--- config.mk ---
export PLATFORM = sky130hd
export DESIGN_NAME = traffic_phase_ctrl
export DESIGN_NICKNAME = d
export VERILOG_FILES = /design/src/rtl/traffic_phase_ctrl.sv
export SDC_FILE = /design/constraint.sdc
export NUM_CORES = 1
export LEC_CHECK = 0
export CAP_MARGIN = 20
export CELL_PAD_IN_SITES_DETAIL_PLACEMENT = 1
export CELL_PAD_IN_SITES_GLOBAL_PLACEMENT = 2
export CORE_AREA = 2 2 87 89
export DETAILED_ROUTE_END_ITERATION = 8
export DIE_AREA = 0 0 89 91
export PLACE_DENSITY_LB_ADDON = 0.12
export SYNTH_ARGS = -nofsm -noshare
export SYNTH_HDL_FRONTEND = slang
export SYNTH_SLANG_ARGS = --single-unit
export TNS_END_PERCENT = 10
--- constraint.sdc ---
create_clock -name CLOCK_50 -period 3.42 [get_ports CLOCK_50]
set_input_delay 0.684 -clock CLOCK_50 [delete_from_list [all_inputs] [get_ports CLOCK_50]]
set_output_delay 0.684 -clock CLOCK_50 [all_outputs]
set_load 0.05 [all_outputs]
--- src/rtl/traffic_phase_ctrl.sv ---
// Highway/country traffic-light sequencer with a free-running tick prescaler,
// all-red clearance, country gap-out, pedestrian walk phase and a countdown output.
module traffic_phase_ctrl #(
    parameter int TICK_DIV = 50_000_000,
    parameter int HWY_MIN  = 20,
    parameter int CTRY_MIN = 5,
    parameter int CTRY_MAX = 20,
    parameter int YELLOW_T = 5,
    parameter int ALLRED_T = 1,
    parameter int CNT_W    = 8
) (
    input  logic             CLOCK_50,
    input  logic             reset,
    input  logic             sensor,
    input  logic             ped_req,
    output logic [1:0]       hwy,
    output logic [1:0]       cntry,
    output logic             ped_walk,
    output logic [2:0]       state,
    output logic [CNT_W-1:0] count,
    output logic             tick
);

    localparam int PW = (TICK_DIV > 1) ? $clog2(TICK_DIV) : 1;

    localparam logic [PW-1:0]    PRESC_LAST = PW'(TICK_DIV - 1);
    localparam logic [CNT_W-1:0] HWY_C      = CNT_W'(HWY_MIN);
    localparam logic [CNT_W-1:0] CMAX_C     = CNT_W'(CTRY_MAX);
    localparam logic [CNT_W-1:0] YEL_C      = CNT_W'(YELLOW_T);
    localparam logic [CNT_W-1:0] AR_C       = CNT_W'(ALLRED_T);
    localparam logic [CNT_W-1:0] ONE_C      = CNT_W'(1);
    localparam logic [CNT_W:0]   CMIN_X     = (CNT_W+1)'(CTRY_MIN);

    localparam logic [1:0] LAMP_RED = 2'b00;
    localparam logic [1:0] LAMP_YEL = 2'b01;
    localparam logic [1:0] LAMP_GRN = 2'b10;

    typedef enum logic [2:0] {
        S_HG  = 3'd0,
        S_HY  = 3'd1,
        S_AR1 = 3'd2,
        S_CG  = 3'd3,
        S_CY  = 3'd4,
        S_AR2 = 3'd5
    } state_t;

    state_t           state_q, state_d;
    logic [CNT_W-1:0] count_q, count_d;
    logic [PW-1:0]    presc_q, presc_d;
    logic             req_c_q, req_c_d;
    logic             ped_lat_q, ped_lat_d;
    logic             ped_walk_q, ped_walk_d;

    logic             tick_w;
    logic             expire_w;
    logic             enter_cg;
    logic             leave_cg;
    logic             gap_ok;
    logic [CNT_W:0]   elapsed_w;
    logic [1:0]       hwy_c;
    logic [1:0]       cntry_c;

    always_comb begin
        tick_w    = (presc_q == PRESC_LAST);
        presc_d   = tick_w ? '0 : presc_q + PW'(1);
        expire_w  = tick_w && (count_q == ONE_C);
        // Green time already served in CG; count never exceeds CTRY_MAX there.
        elapsed_w = {1'b0, CMAX_C} - {1'b0, count_q};
        gap_ok    = !sensor && !ped_walk_q && (elapsed_w >= CMIN_X);

        state_d    = state_q;
        count_d    = count_q;
        req_c_d    = req_c_q;
        ped_lat_d  = ped_lat_q;
        ped_walk_d = ped_walk_q;
        enter_cg   = 1'b0;
        leave_cg   = 1'b0;
        hwy_c      = LAMP_RED;
        cntry_c    = LAMP_RED;

        case (state_q)
            S_HG: begin
                hwy_c = LAMP_GRN;
                if (count_q == '0 && (req_c_q || ped_lat_q)) begin
                    state_d = S_HY;
                    count_d = YEL_C;
                end else if (tick_w && count_q != '0) begin
                    count_d = count_q - ONE_C;
                end
            end
            S_HY: begin
                hwy_c = LAMP_YEL;
                if (expire_w) begin
                    state_d = S_AR1;
                    count_d = AR_C;
                end else if (tick_w) begin
                    count_d = count_q - ONE_C;
                end
            end
            S_AR1: begin
                if (expire_w) begin
                    state_d  = S_CG;
                    count_d  = CMAX_C;
                    enter_cg = 1'b1;
                end else if (tick_w) begin
                    count_d = count_q - ONE_C;
                end
            end
            S_CG: begin
                cntry_c = LAMP_GRN;
                if (expire_w || (tick_w && gap_ok)) begin
                    state_d  = S_CY;
                    count_d  = YEL_C;
                    leave_cg = 1'b1;
                end else if (tick_w) begin
                    count_d = count_q - ONE_C;
                end
            end
            S_CY: begin
                cntry_c = LAMP_YEL;
                if (expire_w) begin
                    state_d = S_AR2;
                    count_d = AR_C;
                end else if (tick_w) begin
                    count_d = count_q - ONE_C;
                end
            end
            S_AR2: begin
                if (expire_w) begin
                    state_d = S_HG;
                    count_d = HWY_C;
                end else if (tick_w) begin
                    count_d = count_q - ONE_C;
                end
            end
            default: begin
                state_d = S_HG;
                count_d = HWY_C;
            end
        endcase

        if (sensor && state_q != S_CG) begin
            req_c_d = 1'b1;
        end
        // A request arriving on the clearing edge must survive into the next cycle.
        if (enter_cg) begin
            req_c_d    = 1'b0;
            ped_walk_d = ped_lat_q;
            ped_lat_d  = 1'b0;
        end
        if (ped_req) begin
            ped_lat_d = 1'b1;
        end
        if (leave_cg) begin
            ped_walk_d = 1'b0;
        end
    end

    always_ff @(posedge CLOCK_50) begin
        if (!reset) begin
            state_q    <= S_HG;
            count_q    <= HWY_C;
            presc_q    <= '0;
            req_c_q    <= 1'b0;
            ped_lat_q  <= 1'b0;
            ped_walk_q <= 1'b0;
        end else begin
            state_q    <= state_d;
            count_q    <= count_d;
            presc_q    <= presc_d;
            req_c_q    <= req_c_d;
            ped_lat_q  <= ped_lat_d;
            ped_walk_q <= ped_walk_d;
        end
    end

    assign hwy      = hwy_c;
    assign cntry    = cntry_c;
    assign ped_walk = ped_walk_q;
    assign state    = state_q;
    assign count    = count_q;
    assign tick     = tick_w;

endmodule

# Yosys cells after proc, flatten, opt, wreduce, memory -nomap -nowiden

Cells that the tools add are included.

Reductions and logical operators: 21
Mux-type cells: 22
Bitwise operators: 1
Order comparisons: 1
Eq/ne operators: 15
Add/sub/neg operators: 3

Operator list:

| cell                                                                   | number |
|---|---|
| 8-bit 2-to-1 mux                                                       | 6 |
| 8-bit case mux with 4 select lines                                     | 1 |
| 26-bit by 1-bit adder with 26-bit output (second input constant)       | 1 |
| 26-bit equality test (second input constant)                           | 1 |
| 3-bit 2-to-1 mux                                                       | 6 |
| 3-bit case mux with 6 select lines                                     | 1 |
| 2-bit != test (second input constant)                                  | 6 |
| 2-bit OR reduction                                                     | 5 |
| 9-bit by 3-bit >= comparator with 1-bit output (second input constant) | 1 |
| 5-bit by 8-bit subtractor with 9-bit output (first input constant)     | 1 |
| 8-bit by 1-bit equality test with 1-bit output (second input constant) | 1 |
| 8-bit logical NOT                                                      | 1 |
| 2-bit case mux with 2 select lines                                     | 2 |
| 8-bit nonzero test                                                     | 1 |
| 8-bit by 1-bit subtractor with 8-bit output (second input constant)    | 1 |
| 1-bit logical AND                                                      | 7 |
| 3-bit by 2-bit equality test with 1-bit output (second input constant) | 2 |
| 3-bit equality test (second input constant)                            | 2 |
| 1-bit 2-to-1 mux                                                       | 6 |
| 6-bit AND reduction                                                    | 1 |
| 3-bit by 1-bit equality test with 1-bit output (second input constant) | 1 |
| 3-bit logical NOT                                                      | 1 |
| 3-bit by 2-bit != test with 1-bit output (second input constant)       | 1 |
| 3-bit != test (second input constant)                                  | 1 |
| 4 further kinds                                                        | 6 |

Output and inout bits: 17
Register bits: 40
Word-level logic and storage cells: 69

# Logic depth before layout (Yosys ltp)

Word-level depth: 8
Mapped depth: 10
Mapped depth without buffers: 8

# Worst setup path before layout

OpenSTA, ideal clock, no wires.

Path type: register to register
Start: register state_q[2], in the netlist state[2]
End: register count_q[2], in the netlist count[2]
Clock period less this slack: 3259 ps
Data required time: 3298 ps
Stages on the path, launching flop included: 7
Arrival: 3137 ps
Setup slack: 161 ps
Buffers on the path: 1
Cells stage by stage: dfxtp_1 clkbuf_1 nor3_1 nand2_1 nor3b_1 a41oi_1 o32a_1

Longest elaborated chain between the ends: 3
Elaborated cells on any way between the ends: 10
Classes of those cells: eq/ne: 6; mux: 1; reduce/logical: 3

RTL lines:

| element                                           | RTL line | RTL |
|---|---|---|
| start, declared                                   | 47       | `state_t state_q, state_d;` |
| start signal, assigned                            | 168      | `state_q <= state_d;` |
| 3-bit equality test, or another cell as far along | 81       | `case (state_q)` |
| 2-bit OR reduction (no line)                      | -        |  |
| 8-bit case mux with 4 select lines                | 81       |  |
| end signal, assigned                              | 169      | `count_q <= count_d;` |
| end, declared                                     | 48       | `logic [CNT_W-1:0] count_q, count_d;` |

Several ways; a longest one is shown, not always the timed one.
A chain may end at the register's enable or synchronous reset.

# Final worst setup path

Start: register presc_q[0]
End: output tick

Longest elaborated chain between the ends: 1

RTL lines:

| element                | RTL line | RTL |
|---|---|---|
| start, declared        | 49       | `logic [PW-1:0] presc_q, presc_d;` |
| start signal, assigned | 170      | `presc_q <= presc_d;` |
| 26-bit equality test   | 64       | `tick_w = (presc_q == PRESC_LAST);` |
| end, declared          | 21       | `output logic tick` |

Every way passes these cells.

==> impl_metrics.ini <==
[status]
outcome = finished clean

[yosys]
syn_inst = 294
synth_nets = 302
syn_area_mm2 = 0.002385
yosysUniqueCellTypes = 53
avgSynthCellArea_um2 = 8.112
synth-main-ff-cell = dfxtp_1
async_flop_share = 0
synth-edff-count = 0
synth-seq-area-share = 0.3358
ys_seq_elements = 40
yosysWarnings = 0

[final_layout]
antennaDiodeCount = 0
final_cell_mix = 40 x dfxtp_1, 37 x nor2_1, 26 x nand2_1, 19 x o21ai_0, 19 x clkdlybuf4s50_1
fillCellCount = 881
fin_util = 0.3929
area_growth_pct = 17.58
layout-drive-gt1-share = 0.08599
layout_commonest_cell = dfxtp_1
num-nets-final = 321

[critical_path]
crit_start = presc_q[0]$_SDFF_PP0_
crit_path_end_kind = output port
crit_end = tick
rr_endpoint = count[2]$_SDFFE_PN1P_
reg2reg_slack_ns = 0.65
arrival_ns = 2.48
r2r_start = count[0]$_SDFFE_PN0P_
cp_data_required_time_ns = 2.74
crit_type = reg -> out
path_max_fanout = 9
reg2reg_depth = 8
start_kind = flop

[pwr]
peakVddDrop_mv = 0.1331
p_leak_nw = 0.9871
pwr_density_cell_mw_per_mm2 = 316.3

[sta]
slew_headroom = 0.5611
fin_setup_tns_ns = 0
setup_viol = 0
clock_skew_ns = 0.003001
period_needed_ns = 3.159
period_share = 0.9238
hold_viol = 0
max_freq_mhz = 316.5
finalMaxSlewViolations = 0
worst_slack_ns = 0.2606
tightest_slew_ns = 0.6523
rsz0062_at_grt = false

[floorplan]
io_pins = 21
core_mm2 = 0.007137
die_h_um = 91
die_w_um = 89
die_area_mm2 = 0.008099
num_rows = 31
start_util = 0.3342

[placed_design]
post-place-ws_ns = 0.5823
gp_congestion = 0.8981
io_buffers = 20
dp_hpwl_um = 4773

[route]
wire_per_inst_um = 15.57
drc = 0
wl_um = 6431
avgViaCountPerCell = 5.235
ant_nets = 0
first_iter_violations = 38
drtPass1Iterations = 4
via_count = 2162

[clock_network]
post_cts_buffers = 0
clk_pin_slew_ns = 0.08
clk_latency_ns = 0.29
cts-resized-gates = 0
htree_levels = 2
cts_buffer_depth = 2
cts_root_buffer = clkbuf_8
postCtsHoldBufs = 0
numCtsBuffers = 5
cts_tree = built
clock-sinks = 40

[grt]
grt_pass1_vias = 2260
overflow = 0
grt_max_degree = 25
grt_usage = 0.1722
grt_pass1_wl_um = 11060
antenna_found_initial = 0

[hold_path]
hp-class = reg -> reg

[job]
cap_violations = 0
-- kinds of logic (layout without fill, tap and decap cells) --
logic type	after synthesis	after routing	share of synthesized area
simple gates	138	138	0.3048
mux	3	3	0.01259
compound gates	64	64	0.1947
buf+inv	21	41	0.04302
xor+xnor	24	24	0.08814
fa+ha+maj	4	4	0.02099
flops	40	40	0.3358
-- layout make-up --
class | instances | area, µm² | share of cell area
Clock buffer | 6 | 72.57 | 0.02588
Clock inverter | 2 | 35.03 | 0.01249
Inverter | 6 | 27.53 | 0.009817
Multi-Input combinational cell | 233 | 1481 | 0.5283
Sequential cell | 40 | 800.8 | 0.2856
Tap cell | 99 | 123.9 | 0.04418
Timing Repair Buffer | 27 | 262.8 | 0.09371
-- how the worst min path moves through the flow --
| stage | end | start | depth (start not counted) |
|---|---|---|---|
| 6_report | presc_q[0]$_SDFF_PP0_ | presc_q[0]$_SDFF_PP0_ | 1 |
| 2_1_floorplan | presc_q[0]$_SDFF_PP0_ | presc_q[0]$_SDFF_PP0_ | 1 |
| 5_1_grt | presc_q[0]$_SDFF_PP0_ | presc_q[0]$_SDFF_PP0_ | 1 |
| 3_3_place_gp | presc_q[0]$_SDFF_PP0_ | presc_q[0]$_SDFF_PP0_ | 1 |
| 3_5_place_dp | presc_q[0]$_SDFF_PP0_ | presc_q[0]$_SDFF_PP0_ | 1 |
| 4_1_cts | presc_q[0]$_SDFF_PP0_ | presc_q[0]$_SDFF_PP0_ | 1 |
-- routing by layer --
metal / share of wire / GRT usage / vias to the layer above
met2: 0.51 / 0.2979 / 23
met1: 0.46 / 0.2151 / 1037
met3: 0.019 / 0.03000 / 6
li1: - / - / 1096
met5: 0 / 0 / -
met4: 0.013 / 0.04975 / 0
-- per-stage QoR --
step | instances | hold WS (ns) | cell area (µm²) | power [mW]
floorplan | 294 | 0.4419 | 2385 | 0.4985
global placement | 405 | 0.4654 | 2696 | 0.5114
detailed placement | 405 | 0.4795 | 2696 | 0.5117
CTS | 413 | 0.5008 | 2804 | 0.9103
global route | 413 | 0.5230 | 2804 | 0.9302
finish | 413 | 0.4964 | 2804 | 0.8868
-- worst max-delay path: stages (launching register included) --
cell,delay (ns)
dfxtp_1,0.41
ha_1,0.27
nand4_1,0.17
or3_1,0.56
or2_1,0.45
clkinv_4,0.18
buf_12,0.15
-- flip-flops by register name, summed over array words and instances (netlist names) --
register   cells
req_c_q        1
ped_lat_q      1
presc_q       26
ped_walk       1
count          8
state          3
-- power by group --
group | internal, mW | switching (mW)
clock network | 0.217 | 0.171
registers | 0.470 | 0.00504
logic | 0.0107 | 0.0137
total | 0.697 | 0.189
-- cells in the mapped netlist, types with 3 or more instances --
cell type / number / share of area
nor2b_1: 6 / 0.016
nor2_1: 37 / 0.058
nand4_1: 4 / 0.010
a21oi_1: 11 / 0.023
dfxtp_1: 40 / 0.34
inv_1: 5 / 0.0079
o21a_1: 4 / 0.013
nor3_1: 12 / 0.025
nand2b_1: 3 / 0.0079
xor2_1: 14 / 0.051
and3_1: 8 / 0.021
buf_2: 3 / 0.0063
or3_1: 4 / 0.010
mux2i_1: 3 / 0.013
nand3_1: 15 / 0.031
and2_1: 3 / 0.0079
ha_1: 4 / 0.021
nand2_1: 26 / 0.041
clkbuf_1: 10 / 0.016
o2111ai_1: 3 / 0.011
o21ai_0: 19 / 0.040
nor4_1: 4 / 0.010
xnor2_1: 10 / 0.037
a211oi_1: 3 / 0.0094
(Power assumes the default switching activity.)
